--- src/rtl/cpu_oam_dma_pkg.sv ---
// Shared constants for the CPU-side sprite DMA bridge: state codes and default bus addresses.
package cpu_dma_pkg;

    localparam logic [15:0] DMA_REG_ADDR  = 16'h4014;
    localparam logic [15:0] OAM_DATA_ADDR = 16'h2004;

    typedef logic [2:0] dma_state_t;

    localparam dma_state_t ST_IDLE  = 3'd0;
    localparam dma_state_t ST_HALT  = 3'd1;
    localparam dma_state_t ST_ALIGN = 3'd2;
    localparam dma_state_t ST_RD    = 3'd3;
    localparam dma_state_t ST_WR    = 3'd4;

endpackage

--- src/rtl/cpu_oam_dma_if.sv ---
// CPU-bus / memory-bus bundle seen by the sprite DMA bridge.
interface cpu_oam_dma_if;
    logic [15:0] cpu_addr;
    logic [7:0]  cpu_dout;
    logic        cpu_ren;
    logic        cpu_wen;
    logic [7:0]  cpu_din;
    logic        cpu_rdy;
    logic [15:0] mem_addr;
    logic [7:0]  mem_wdata;
    logic        mem_ren;
    logic        mem_wen;
    logic [7:0]  mem_rdata;

    // The bridge itself.
    modport master (
        input  cpu_addr, cpu_dout, cpu_ren, cpu_wen, mem_rdata,
        output cpu_din, cpu_rdy, mem_addr, mem_wdata, mem_ren, mem_wen
    );

    // Everything around the bridge (CPU plus memory/mapper).
    modport slave (
        output cpu_addr, cpu_dout, cpu_ren, cpu_wen, mem_rdata,
        input  cpu_din, cpu_rdy, mem_addr, mem_wdata, mem_ren, mem_wen
    );

    modport cpu (
        output cpu_addr, cpu_dout, cpu_ren, cpu_wen,
        input  cpu_din, cpu_rdy
    );

    modport mem (
        input  mem_addr, mem_wdata, mem_ren, mem_wen,
        output mem_rdata
    );
endinterface

--- src/rtl/cpu_oam_dma.sv ---
// Transparent CPU-to-memory bridge that performs NES sprite DMA ($4014) into the OAM data port,
// stalling the CPU through cpu_rdy for 513/514 CPU cycles.
module cpu_oam_dma
    import cpu_dma_pkg::*;
#(
    parameter logic [15:0] DMA_REG_ADDR  = cpu_dma_pkg::DMA_REG_ADDR,
    parameter logic [15:0] OAM_DATA_ADDR = cpu_dma_pkg::OAM_DATA_ADDR,
    parameter int unsigned XFER_LEN      = 256
) (
    input  logic               clk,
    input  logic               rst,
    input  logic               cyc_en,
    cpu_oam_dma_if.master      bus,
    output logic               dma_active
);

    localparam int unsigned CW = $clog2(XFER_LEN + 1);
    localparam logic [CW-1:0] LAST = CW'(XFER_LEN - 1);

    dma_state_t    r_state, w_state_d;
    logic          r_parity;
    logic [CW-1:0] r_cnt, w_cnt_d;
    logic [7:0]    r_page, w_page_d;
    logic [7:0]    r_latch, w_latch_d;

    logic          w_trigger;
    logic          w_busy;
    logic [7:0]    w_src_lo;

    assign w_trigger = bus.cpu_wen && (bus.cpu_addr == DMA_REG_ADDR);
    assign w_busy    = (r_state != ST_IDLE);
    // Source offset stays inside the page; the counter never carries into the page byte.
    assign w_src_lo  = 8'(r_cnt);

    always_comb begin
        w_state_d = r_state;
        w_cnt_d   = r_cnt;
        w_page_d  = r_page;
        w_latch_d = r_latch;
        if (cyc_en) begin
            case (r_state)
                ST_IDLE: begin
                    if (w_trigger) begin
                        w_page_d  = bus.cpu_dout;
                        w_state_d = ST_HALT;
                    end
                end
                // Odd cycle in HALT needs one extra dummy cycle so reads land on even cycles.
                ST_HALT:  w_state_d = r_parity ? ST_ALIGN : ST_RD;
                ST_ALIGN: w_state_d = ST_RD;
                ST_RD: begin
                    w_latch_d = bus.mem_rdata;
                    w_state_d = ST_WR;
                end
                ST_WR: begin
                    if (r_cnt == LAST) begin
                        w_cnt_d   = '0;
                        w_state_d = ST_IDLE;
                    end else begin
                        w_cnt_d   = r_cnt + CW'(1);
                        w_state_d = ST_RD;
                    end
                end
                default: w_state_d = ST_IDLE;
            endcase
        end
    end

    always_ff @(posedge clk) begin
        if (rst) begin
            r_state  <= ST_IDLE;
            r_parity <= 1'b0;
            r_cnt    <= '0;
            r_page   <= 8'h00;
            r_latch  <= 8'h00;
        end else begin
            r_state  <= w_state_d;
            r_parity <= r_parity ^ cyc_en;
            r_cnt    <= w_cnt_d;
            r_page   <= w_page_d;
            r_latch  <= w_latch_d;
        end
    end

    always_comb begin
        bus.mem_addr  = bus.cpu_addr;
        bus.mem_wdata = bus.cpu_dout;
        bus.mem_ren   = 1'b0;
        bus.mem_wen   = 1'b0;
        case (r_state)
            ST_IDLE: begin
                bus.mem_ren = bus.cpu_ren;
                bus.mem_wen = bus.cpu_wen;
            end
            ST_RD: begin
                bus.mem_addr  = {r_page, w_src_lo};
                bus.mem_wdata = r_latch;
                bus.mem_ren   = 1'b1;
            end
            ST_WR: begin
                bus.mem_addr  = OAM_DATA_ADDR;
                bus.mem_wdata = r_latch;
                bus.mem_wen   = 1'b1;
            end
            default: ;
        endcase
        if (rst) begin
            bus.mem_ren = 1'b0;
            bus.mem_wen = 1'b0;
        end
    end

    assign bus.cpu_din = bus.mem_rdata;
    assign bus.cpu_rdy = ~w_busy;
    assign dma_active  = w_busy;

endmodule
--- src/flat_wrapper.sv ---
// flat-port wrapper written by rule: the top's interface ports become plain ports
module cpu_oam_dma_flat import cpu_dma_pkg::*;
#(
    parameter logic [15:0] DMA_REG_ADDR  = cpu_dma_pkg::DMA_REG_ADDR,
    parameter logic [15:0] OAM_DATA_ADDR = cpu_dma_pkg::OAM_DATA_ADDR,
    parameter int unsigned XFER_LEN      = 256
)
  (clk, rst, cyc_en, dma_active, bus_cpu_addr, bus_cpu_dout, bus_cpu_ren, bus_cpu_wen, bus_mem_rdata, bus_cpu_din, bus_cpu_rdy, bus_mem_addr, bus_mem_wdata, bus_mem_ren, bus_mem_wen);
  cpu_oam_dma_if bus_i ();
  input  logic clk;
  input  logic rst;
  input  logic cyc_en;
  output logic dma_active;
  input wire logic [$bits(bus_i.cpu_addr)-1:0] bus_cpu_addr;
  input wire logic [$bits(bus_i.cpu_dout)-1:0] bus_cpu_dout;
  input wire logic [$bits(bus_i.cpu_ren)-1:0] bus_cpu_ren;
  input wire logic [$bits(bus_i.cpu_wen)-1:0] bus_cpu_wen;
  input wire logic [$bits(bus_i.mem_rdata)-1:0] bus_mem_rdata;
  output wire logic [$bits(bus_i.cpu_din)-1:0] bus_cpu_din;
  output wire logic [$bits(bus_i.cpu_rdy)-1:0] bus_cpu_rdy;
  output wire logic [$bits(bus_i.mem_addr)-1:0] bus_mem_addr;
  output wire logic [$bits(bus_i.mem_wdata)-1:0] bus_mem_wdata;
  output wire logic [$bits(bus_i.mem_ren)-1:0] bus_mem_ren;
  output wire logic [$bits(bus_i.mem_wen)-1:0] bus_mem_wen;
  assign bus_i.cpu_addr = bus_cpu_addr;
  assign bus_i.cpu_dout = bus_cpu_dout;
  assign bus_i.cpu_ren = bus_cpu_ren;
  assign bus_i.cpu_wen = bus_cpu_wen;
  assign bus_i.mem_rdata = bus_mem_rdata;
  assign bus_cpu_din = bus_i.cpu_din;
  assign bus_cpu_rdy = bus_i.cpu_rdy;
  assign bus_mem_addr = bus_i.mem_addr;
  assign bus_mem_wdata = bus_i.mem_wdata;
  assign bus_mem_ren = bus_i.mem_ren;
  assign bus_mem_wen = bus_i.mem_wen;
  cpu_oam_dma #(.DMA_REG_ADDR(DMA_REG_ADDR), .OAM_DATA_ADDR(OAM_DATA_ADDR), .XFER_LEN(XFER_LEN)) u_core (.clk(clk), .rst(rst), .cyc_en(cyc_en), .bus(bus_i), .dma_active(dma_active));
endmodule
--- config.mk ---
export PLATFORM = sky130hd
export DESIGN_NAME = cpu_oam_dma_flat
export DESIGN_NICKNAME = d
export VERILOG_FILES = /design/src/rtl/cpu_oam_dma_pkg.sv /design/src/rtl/cpu_oam_dma_if.sv /design/src/rtl/cpu_oam_dma.sv /design/src/flat_wrapper.sv
export SDC_FILE = /design/constraint.sdc
export NUM_CORES = 1
export LEC_CHECK = 0
export CAP_MARGIN = 0
export CORE_UTILIZATION = 25
export DETAILED_ROUTE_END_ITERATION = 8
export SKIP_LAST_GASP = 1
export SLEW_MARGIN = 25
export SYNTH_ARGS = -nofsm -noshare
export SYNTH_HDL_FRONTEND = slang
export SYNTH_SLANG_ARGS = --single-unit
export TNS_END_PERCENT = 20
--- constraint.sdc ---
create_clock -name clk -period 2.68 [get_ports clk]
set_input_delay 0.536 -clock clk [delete_from_list [all_inputs] [get_ports clk]]
set_output_delay 0.536 -clock clk [all_outputs]
set_load 0.02 [all_outputs]
After elaboration in Yosys (flattened, before gate mapping). Index checks and enable logic that the tools add are counted. Widths: inputs -> output; s select.

Flip-flop bits (word level): 29. Output and inout port bits: 36. Logic and storage cells: 34.

Add/sub/neg operators: 1. Eq/ne operators: 7. Mux-type cells: 11. Bitwise operators: 2. Reductions and logical operators: 8.

Operators by type and width (count): $pmux 16 s2 (1); $eq 16x15->1 const B (1); $pmux 3 s5 (1); $add 9x1->9 const B (1); $eq 9x8->1 const B (1); $mux 9 (1); $mux 8 (1); $eq 3x2->1 const B (2); $reduce_and 2->1 (3); $pmux 1 s2 (2); $eq 3x1->1 const B (1); $eq 3x3->1 const B (1); $logic_not 3->1 (1); $mux 1 (3); $mux 3 (1); $reduce_and 3->1 (1); $reduce_bool 3->1 (1); $mux 2 (1); $ne 2x1->1 const B (1); $reduce_or 2->1 (1); $logic_and 1x1->1 (1); $not 1->1 (1); $xor 1x1->1 (1).

Longest topological paths before layout. Gate-level depths: netlist of the first run.

Word-level depth: 4. Mapped depth: 7. Mapped depth without buffers: 5.

Worst setup path after synthesis of the first run. No wires, ideal clock.

Kind: register to output. From: register u_core.r_state[0]. To: output port bus_mem_ren. Data arrival time: 1.647 ns. Setup slack: 0.497 ns. Stages on the path, launching flop included: 5. Cell sequence: dfxtp_1 clkbuf_1 nor3_1 a21oi_1 nor2_1.

Word-level cells in the longest chain between the ends: 3. Elaborated cells on any way between the ends: 4. Classes of those cells: eq/ne: 1; mux: 2; reduce/logical: 1.

RTL lines: start, declared (line cpu_oam_dma.sv:20) `dma_state_t r_state, w_state_d;`; start signal, assigned (line cpu_oam_dma.sv:77) `r_state <= w_state_d;`; $eq 3x2->1 / $logic_not 3->1 (equally long branches) (line cpu_oam_dma.sv:90) `case (r_state)`; $pmux 1 s2 (*) (line cpu_oam_dma.sv:90); $mux 1 (*) (line cpu_oam_dma.sv:107) `if (rst) begin`; end, declared (line flat_wrapper.sv:23) `output wire logic [$bits(bus_i.mem_ren)-1:0] bus_mem_ren;`.

Mark *: on every way between the ends. The rest lies on a longest branch, timed or not.

Worst setup path after layout of the first run.
From: register u_core.r_state[2]. To: output port bus_mem_wdata[1].

Word-level cells in the longest chain between the ends: 3. Elaborated cells on any way between the ends: 4. Classes of those cells: eq/ne: 2; mux: 1; reduce/logical: 1.

RTL lines: $eq 3x2->1 / $eq 3x3->1 (equally long branches) (line cpu_oam_dma.sv:90); $reduce_or 2->1 (no source line) (*); $mux 8 (*) (line cpu_oam_dma.sv:90); end, declared (line flat_wrapper.sv:22) `output wire logic [$bits(bus_i.mem_wdata)-1:0] bus_mem_wdata;`.

Marked as above.

==> results of run 1 <==
-- power breakdown --
part           internal (mW)  switching [mW]
Clock                  0.180           0.166
Combinational          0.111          0.0828
Sequential             0.433         0.00102
-- stage by stage --
stage	TNS (ns)	setup WS, ns	cell area [um2]	cells
after detailed placement	0	0.122	2430	341
after CTS	-0.0652	-0.0158	2510	349
after floorplan	0	0.497	1660	204
final	-0.0863	-0.0217	2510	349
after global placement	0	0.142	2430	341
after global routing	-0.579	-0.100	2510	349
-- final cells by class --
| type | instances | area [um2] | area share |
|---|---|---|---|
| Inverter | 5 | 18.8 | 0.00747 |
| Sequential cell | 29 | 582 | 0.231 |
| Clock buffer | 6 | 72.6 | 0.0289 |
| Tap cell | 77 | 96.3 | 0.0383 |
| Timing Repair Buffer | 83 | 805 | 0.320 |
| Clock inverter | 2 | 10.0 | 0.00398 |
| Multi-Input combinational cell | 147 | 930 | 0.370 |
-- cells in the final DEF (no fill, tap or decap), types with 3 or more instances in the layout --
| master | count |
|---|---|
| a21oi_1 | 26 |
| a22o_1 | 14 |
| buf_4 | 11 |
| clkbuf_8 | 5 |
| clkdlybuf4s50_1 | 70 |
| dfxtp_1 | 28 |
| inv_1 | 3 |
| mux2_1 | 8 |
| nand2_1 | 25 |
| nand3_1 | 4 |
| nand4_1 | 10 |
| nor2_1 | 13 |
| nor3_1 | 7 |
| o21ai_1 | 8 |
| xnor2_1 | 6 |
-- how the worst max path moves through the flow --
stage,to,cells past startpoint
after detailed placement,bus_mem_wen,3
after global placement,bus_mem_wen,4
final,bus_mem_wdata[1],5
after CTS,bus_mem_wdata[1],5
after global routing,bus_mem_wdata[5],5
after floorplan,bus_mem_ren,4
-- tightest hold or removal path: stages, from the launching register on --
cell and delay [ns]:
dfxtp_1 0.30, inv_1 0.06, a211oi_1 0.05
-- state kept, by name (all words and copies together) (netlist names) --
name and count:
u_core.r_page 8, u_core.r_state 3, u_core.r_latch 8, u_core.r_cnt 9, u_core.r_parity 1
-- metal layers --
layer,GRT usage,vias to the layer above,wire (um)
li1,-,864,-
met4,0.0470,0,19
met1,0.207,792,2520
met5,0,-,0
met3,0.0328,2,212
met2,0.211,49,2210
-- cell families after synthesis --
| logic type | share of synthesized area |
|---|---|
| and+or+nand+nor | 0.261 |
| buffers and inverters | 0.0877 |
| DFF | 0.351 |
| adders and majority gates | 0.00756 |
| muxes | 0.0544 |
| AOI/OAI and AO/OA | 0.202 |
| xor gates and xnor gates | 0.0370 |
==> impl_metrics.py, run 1 <==
metrics = {
    "synth": {
        "synthCells": 204,
        "synth_nets": 242,
        "yosys.area.top_type": "dfxtp_1",
        "async_flop_share": 0,
        "ys_seq_elements": 29,
        "synthTopCellsByCount": "29 x dfxtp_1, 26 x a21oi_1, 25 x nand2_1, 14 x a22o_1, 13 x nor2_1",
        "synth_edf_count": 0,
        "ys_seq_area_frac": 0.351,
        "ys_warn_count": 0,
        "ys.flop_type": "dfxtp_1",
        "synth.avg_cell_area_um2": 8.11,
        "synth.distinct_cells": 38,
        "synth_most_common_cell": "dfxtp_1",
        "syn_area_um2": 1660,
        "yosys-top-cells-area": "dfxtp_1 35%, a21oi_1 7.9%, a22o_1 7.4%",
        "synth_top_area_share": 0.351,
    },
    "timing": {
        "finClkSkew_ns": 0.00495,
        "finalSetupViolCount": 6,
        "rsz0062_at_grt": "yes",
        "timing.fmax_mhz": 370,
        "worst_slew_pin_slew_ns": 0.459,
        "slew_violations": 0,
        "fin_ws_ns": -0.0217,
        "holdWs_ns": 0.448,
        "post-route-period-util": 1.01,
        "hold_viol": 0,
        "min_period_ns": 2.70,
        "max_slew_margin": 0.692,
    },
    "place": {
        "place_hpwl_mm": 3.73,
        "portBuffers": 72,
        "gp_congestion": 0.798,
    },
    "drt": {
        "dr.pass1.iters": 4,
        "drc": 0,
        "drt-total-wl_mm": 4.97,
        "vias_per_cell": 4.89,
        "ant_nets": 0,
        "vias": 1707,
        "wire_per_inst_um": 14.2,
        "dr.first_iter.drc_count": 80,
    },
    "pwr": {
        "leakagePower_nw": 0.917,
        "p_per_area_nw_per_um2": 387,
        "irDropWorstVdd_uv": 162,
        "totalPowerFinal_mw": 0.972,
    },
    "worst_hold_path": {
        "hold_path.startpoint": "u_core.r_cnt[8]",
        "hold_end": "u_core.r_cnt[8]",
        "whs_path_depth": 2,
        "hp-class": "flip-flop to flip-flop",
    },
    "critical_path": {
        "r2r.worst_path.cells": 5,
        "critPathCaptureType": "primary output",
        "worst-setup-path-type": "flip-flop to primary output",
        "r2r_slack_ns": 0.86,
        "required_ns": 2.14,
        "slowest_delay_ns": 0.54,
        "r2r-start": "u_core.r_state[0]",
        "crit_chain": "and3b_1 > nor2_1 > buf_4 > mux2_1 > clkdlybuf4s50_1",
        "cp_max_fo": 10,
        "cp-start-kind": "flip-flop",
        "path_buf_inv": 2,
        "rr_endpoint": "u_core.r_page[6]",
        "cp-startpoint": "u_core.r_state[2]",
        "path_delay_family": "buffers and inverters",
        "crit_slowest_cell": "clkdlybuf4s50_1",
        "cp.arrival_ns": 2.17,
    },
    "floorplan": {
        "start_util": 0.259,
        "row_count": 29,
        "pin_count": 73,
        "fp.coreArea_um2": 6390,
        "die_h_um": 83.4,
        "dieArea_um2": 6950,
        "die_w_um": 83.4,
    },
    "clocking": {
        "root_buffer": "clkbuf_8",
        "cts_setup_buffers": 0,
        "clkSlewWorstSetupHoldPaths_ns": 0.07,
        "cts.htree.levels": 2,
        "postCtsHoldBufs": 0,
        "cts_buffer_depth": 2,
        "cts_buffers": 5,
        "cts_tree": "done",
        "cts_resized": 2,
        "clock_latency_ns": 0.28,
        "cts_sinks": 29,
    },
    "global_route": {
        "grt_pass1_vias": 1577,
        "grt_max_degree": 27,
        "grt_overflow": 0,
        "antenna_found_initial": 0,
        "grt_pass1_wl_mm": 7.98,
        "grt_use_total": 0.144,
    },
    "outcome": {
        "violations": "setup timing",
        "status": "finished, violations left",
    },
    "final_layout": {
        "final_layout_size_suffix_gt1_frac": 0.0846,
        "nets": 309,
        "fin_util": 0.394,
        "antenna_cells": 0,
        "nFillCells": 684,
        "syn2layout_area_growth_pct": 51.9,
    },
    "job": {
        "max_cap_violations": 0,
    },
}
(Power assumes the default switching activity.)
==> run 2: changes to the inputs <==
- ABC_AREA: not set -> 1
- SETUP_SLACK_MARGIN: not set -> 0.4
==> impl_metrics.py, run 2 <==
metrics = {
    "synth": {
        "synthCells": 258,
        "ys_seq_elements": 29,
        "yosys-top-cells-area": "dfxtp_1 34%, nand2_1 13%, o21ai_0 9.5%",
        "ys.flop_type": "dfxtp_1",
        "ys_warn_count": 0,
        "synth_nets": 296,
        "synth_top_area_share": 0.343,
        "synth.distinct_cells": 29,
        "synth_most_common_cell": "nand2_1",
        "synth_edf_count": 0,
        "ys_seq_area_frac": 0.343,
        "syn_area_um2": 1690,
        "async_flop_share": 0,
        "yosys.area.top_type": "dfxtp_1",
        "synth.avg_cell_area_um2": 6.55,
        "synthTopCellsByCount": "59 x nand2_1, 39 x nor2_1, 33 x inv_1, 32 x o21ai_0, 29 x dfxtp_1",
    },
    "clocking": {
        "cts_buffer_depth": 2,
        "cts_tree": "done",
        "clock_latency_ns": 0.28,
        "postCtsHoldBufs": 0,
        "clkSlewWorstSetupHoldPaths_ns": 0.07,
        "cts.htree.levels": 2,
        "root_buffer": "clkbuf_8",
        "cts_buffers": 5,
        "cts_sinks": 29,
    },
    "global_route": {
        "grt_pass1_wl_mm": 8.22,
        "grt_max_degree": 18,
        "grt_use_total": 0.149,
        "grt_pass1_vias": 1748,
        "grt_overflow": 0,
        "antenna_found_initial": 0,
    },
    "job": {
        "max_cap_violations": 0,
    },
    "worst_hold_path": {
        "whs_path_depth": 2,
        "hp-class": "flip-flop to flip-flop",
    },
    "critical_path": {
        "cp-start-kind": "flip-flop",
        "required_ns": 2.14,
        "worst-setup-path-type": "flip-flop to primary output",
        "r2r-start": "u_core.r_cnt[0]",
        "cp_max_fo": 13,
        "cp.arrival_ns": 1.84,
        "cp-startpoint": "u_core.r_state[0]",
        "cp-endpoint": "bus_mem_wdata[2]",
        "rr_endpoint": "u_core.r_state[1]",
        "r2r.worst_path.cells": 8,
        "critPathCaptureType": "primary output",
        "r2r_slack_ns": 1.13,
    },
    "place": {
        "portBuffers": 72,
        "place_hpwl_mm": 3.89,
        "place_area_um2": 2460,
        "gp_congestion": 0.799,
    },
    "drt": {
        "ant_nets": 0,
        "drc": 6,
        "dr.pass1.iters": 6,
        "vias_per_cell": 4.52,
        "dr.first_iter.drc_count": 73,
        "wire_per_inst_um": 12.7,
        "vias": 1852,
        "drt-total-wl_mm": 5.19,
    },
    "pwr": {
        "power_switching_mw": 0.311,
        "comb_power_share": 0.232,
        "leakagePower_nw": 1.15,
        "p_clk_frac": 0.365,
        "seqPwrFrac": 0.403,
        "p_per_area_nw_per_um2": 431,
        "switching_share": 0.282,
        "irDropWorstVdd_uv": 203,
        "internal_power_mw": 0.792,
    },
    "final_layout": {
        "antenna_cells": 0,
        "nets": 370,
        "syn2layout_area_growth_pct": 51.5,
        "final_layout_size_suffix_gt1_frac": 0.132,
        "nFillCells": 723,
        "layout_common_cells": "59 x nand2_1, 48 x clkdlybuf4s50_1, 39 x nor2_1",
        "top_regs": "u_core.r_cnt x9, u_core.r_latch x8, u_core.r_page x8",
        "final_cell_area_um2": 2560,
        "largest_register_ffs": 9,
        "mostFrequentLayoutCell": "nand2_1",
        "regMostFlops": "u_core.r_cnt",
    },
    "timing": {
        "hold_viol": 0,
        "finClkSkew_ns": 0.00770,
        "finalSetupViolCount": 0,
        "timing.fmax_mhz": 421,
        "max_slew_margin": 0.710,
        "tns_ns": 0,
        "holdWs_ns": 0.448,
        "slew_violations": 0,
        "worst_slew_pin_slew_ns": 0.434,
        "min_period_ns": 2.37,
        "rsz0062_at_grt": "yes",
        "post-route-period-util": 0.886,
    },
    "outcome": {
        "violations": "DRC",
        "status": "finished, violations left",
    },
    "floorplan": {
        "dieArea_um2": 7090,
        "fp.coreArea_um2": 6420,
        "die_w_um": 84.2,
        "start_util": 0.263,
        "pin_count": 73,
        "row_count": 29,
        "die_h_um": 84.2,
    },
}
## run 2: kinds of logic after synthesis
kind of cell             synth area share
AND/OR/NAND/NOR                     0.321
adder cells (fa/ha/maj)           0.00740
buffers and inverters               0.142
XOR/XNOR                           0.0104
AO/OA/AOI/OAI                       0.175
flip-flops                          0.343
## run 2: what timing repair did
item                                    in CTS  in global routing
resized for setup                           37                 17
buffers inserted                             4                  1
cloned                                       0                  0
endpoints found under the setup margin      26                 25
pin swaps                                    1                  1
## run 2: power by group through the flow
stage / Combinational, mW / Sequential, mW / Clock (mW)
finish: 0.256 / 0.444 / 0.403
detailed placement: 0.270 / 0.453 / 0
global placement: 0.272 / 0.453 / 0
CTS: 0.257 / 0.444 / 0.414
global route: 0.275 / 0.445 / 0.438
floorplan: 0.125 / 0.452 / 0
## run 2: final cells by class
| cell class | count | area, um2 | area share |
|---|---|---|---|
| multi-input combinational | 177 | 875 | 0.341 |
| timing repair buffer | 82 | 763 | 0.298 |
| sequential | 29 | 584 | 0.228 |
| inverter | 37 | 141 | 0.0552 |
| clock buffer | 7 | 96.3 | 0.0376 |
| tap | 77 | 96.3 | 0.0376 |
| clock inverter | 1 | 5.00 | 0.00195 |
## run 2: worst min-delay path by stage
stage | from | to | slack (ns)
after floorplan | u_core.r_cnt[8] | u_core.r_cnt[8] | 0.42
after global placement | u_core.r_cnt[8] | u_core.r_cnt[8] | 0.43
after detailed placement | u_core.r_cnt[8] | u_core.r_cnt[8] | 0.43
after CTS | u_core.r_cnt[8] | u_core.r_cnt[8] | 0.44
after global routing | u_core.r_latch[5] | u_core.r_latch[5] | 0.47
final | u_core.r_cnt[8] | u_core.r_cnt[8] | 0.45
## run 2: worst max-delay path: stages, from the launching register on
cell and delay, ns:
dfxtp_2 0.35, nor2_4 0.17, nand2_4 0.09, inv_4 0.09, nor2_4 0.05, buf_4 0.15, buf_12 0.13, o21ai_0 0.14
dlygate4sd2_1 0.35
## run 2: layer usage
layer  part of all wire  vias to the layer above  track usage  wire (um)
met1               0.44                      829        0.173       2270
met2               0.48                       57        0.256       2480
met5                  0                        -            0          0
met3              0.078                        4       0.0521        403
met4             0.0073                        0       0.0470         38
li1                   -                      962            -          -
## run 2: stage by stage
stage	total power [mW]	util	instances	setup WS, ns
after floorplan	0.577	-	258	0.760
after global placement	0.725	0.382	397	0.249
after detailed placement	0.723	0.382	397	0.201
after CTS	1.12	0.397	409	0.256
after global routing	1.16	0.399	410	0.219
final	1.10	0.399	410	0.307
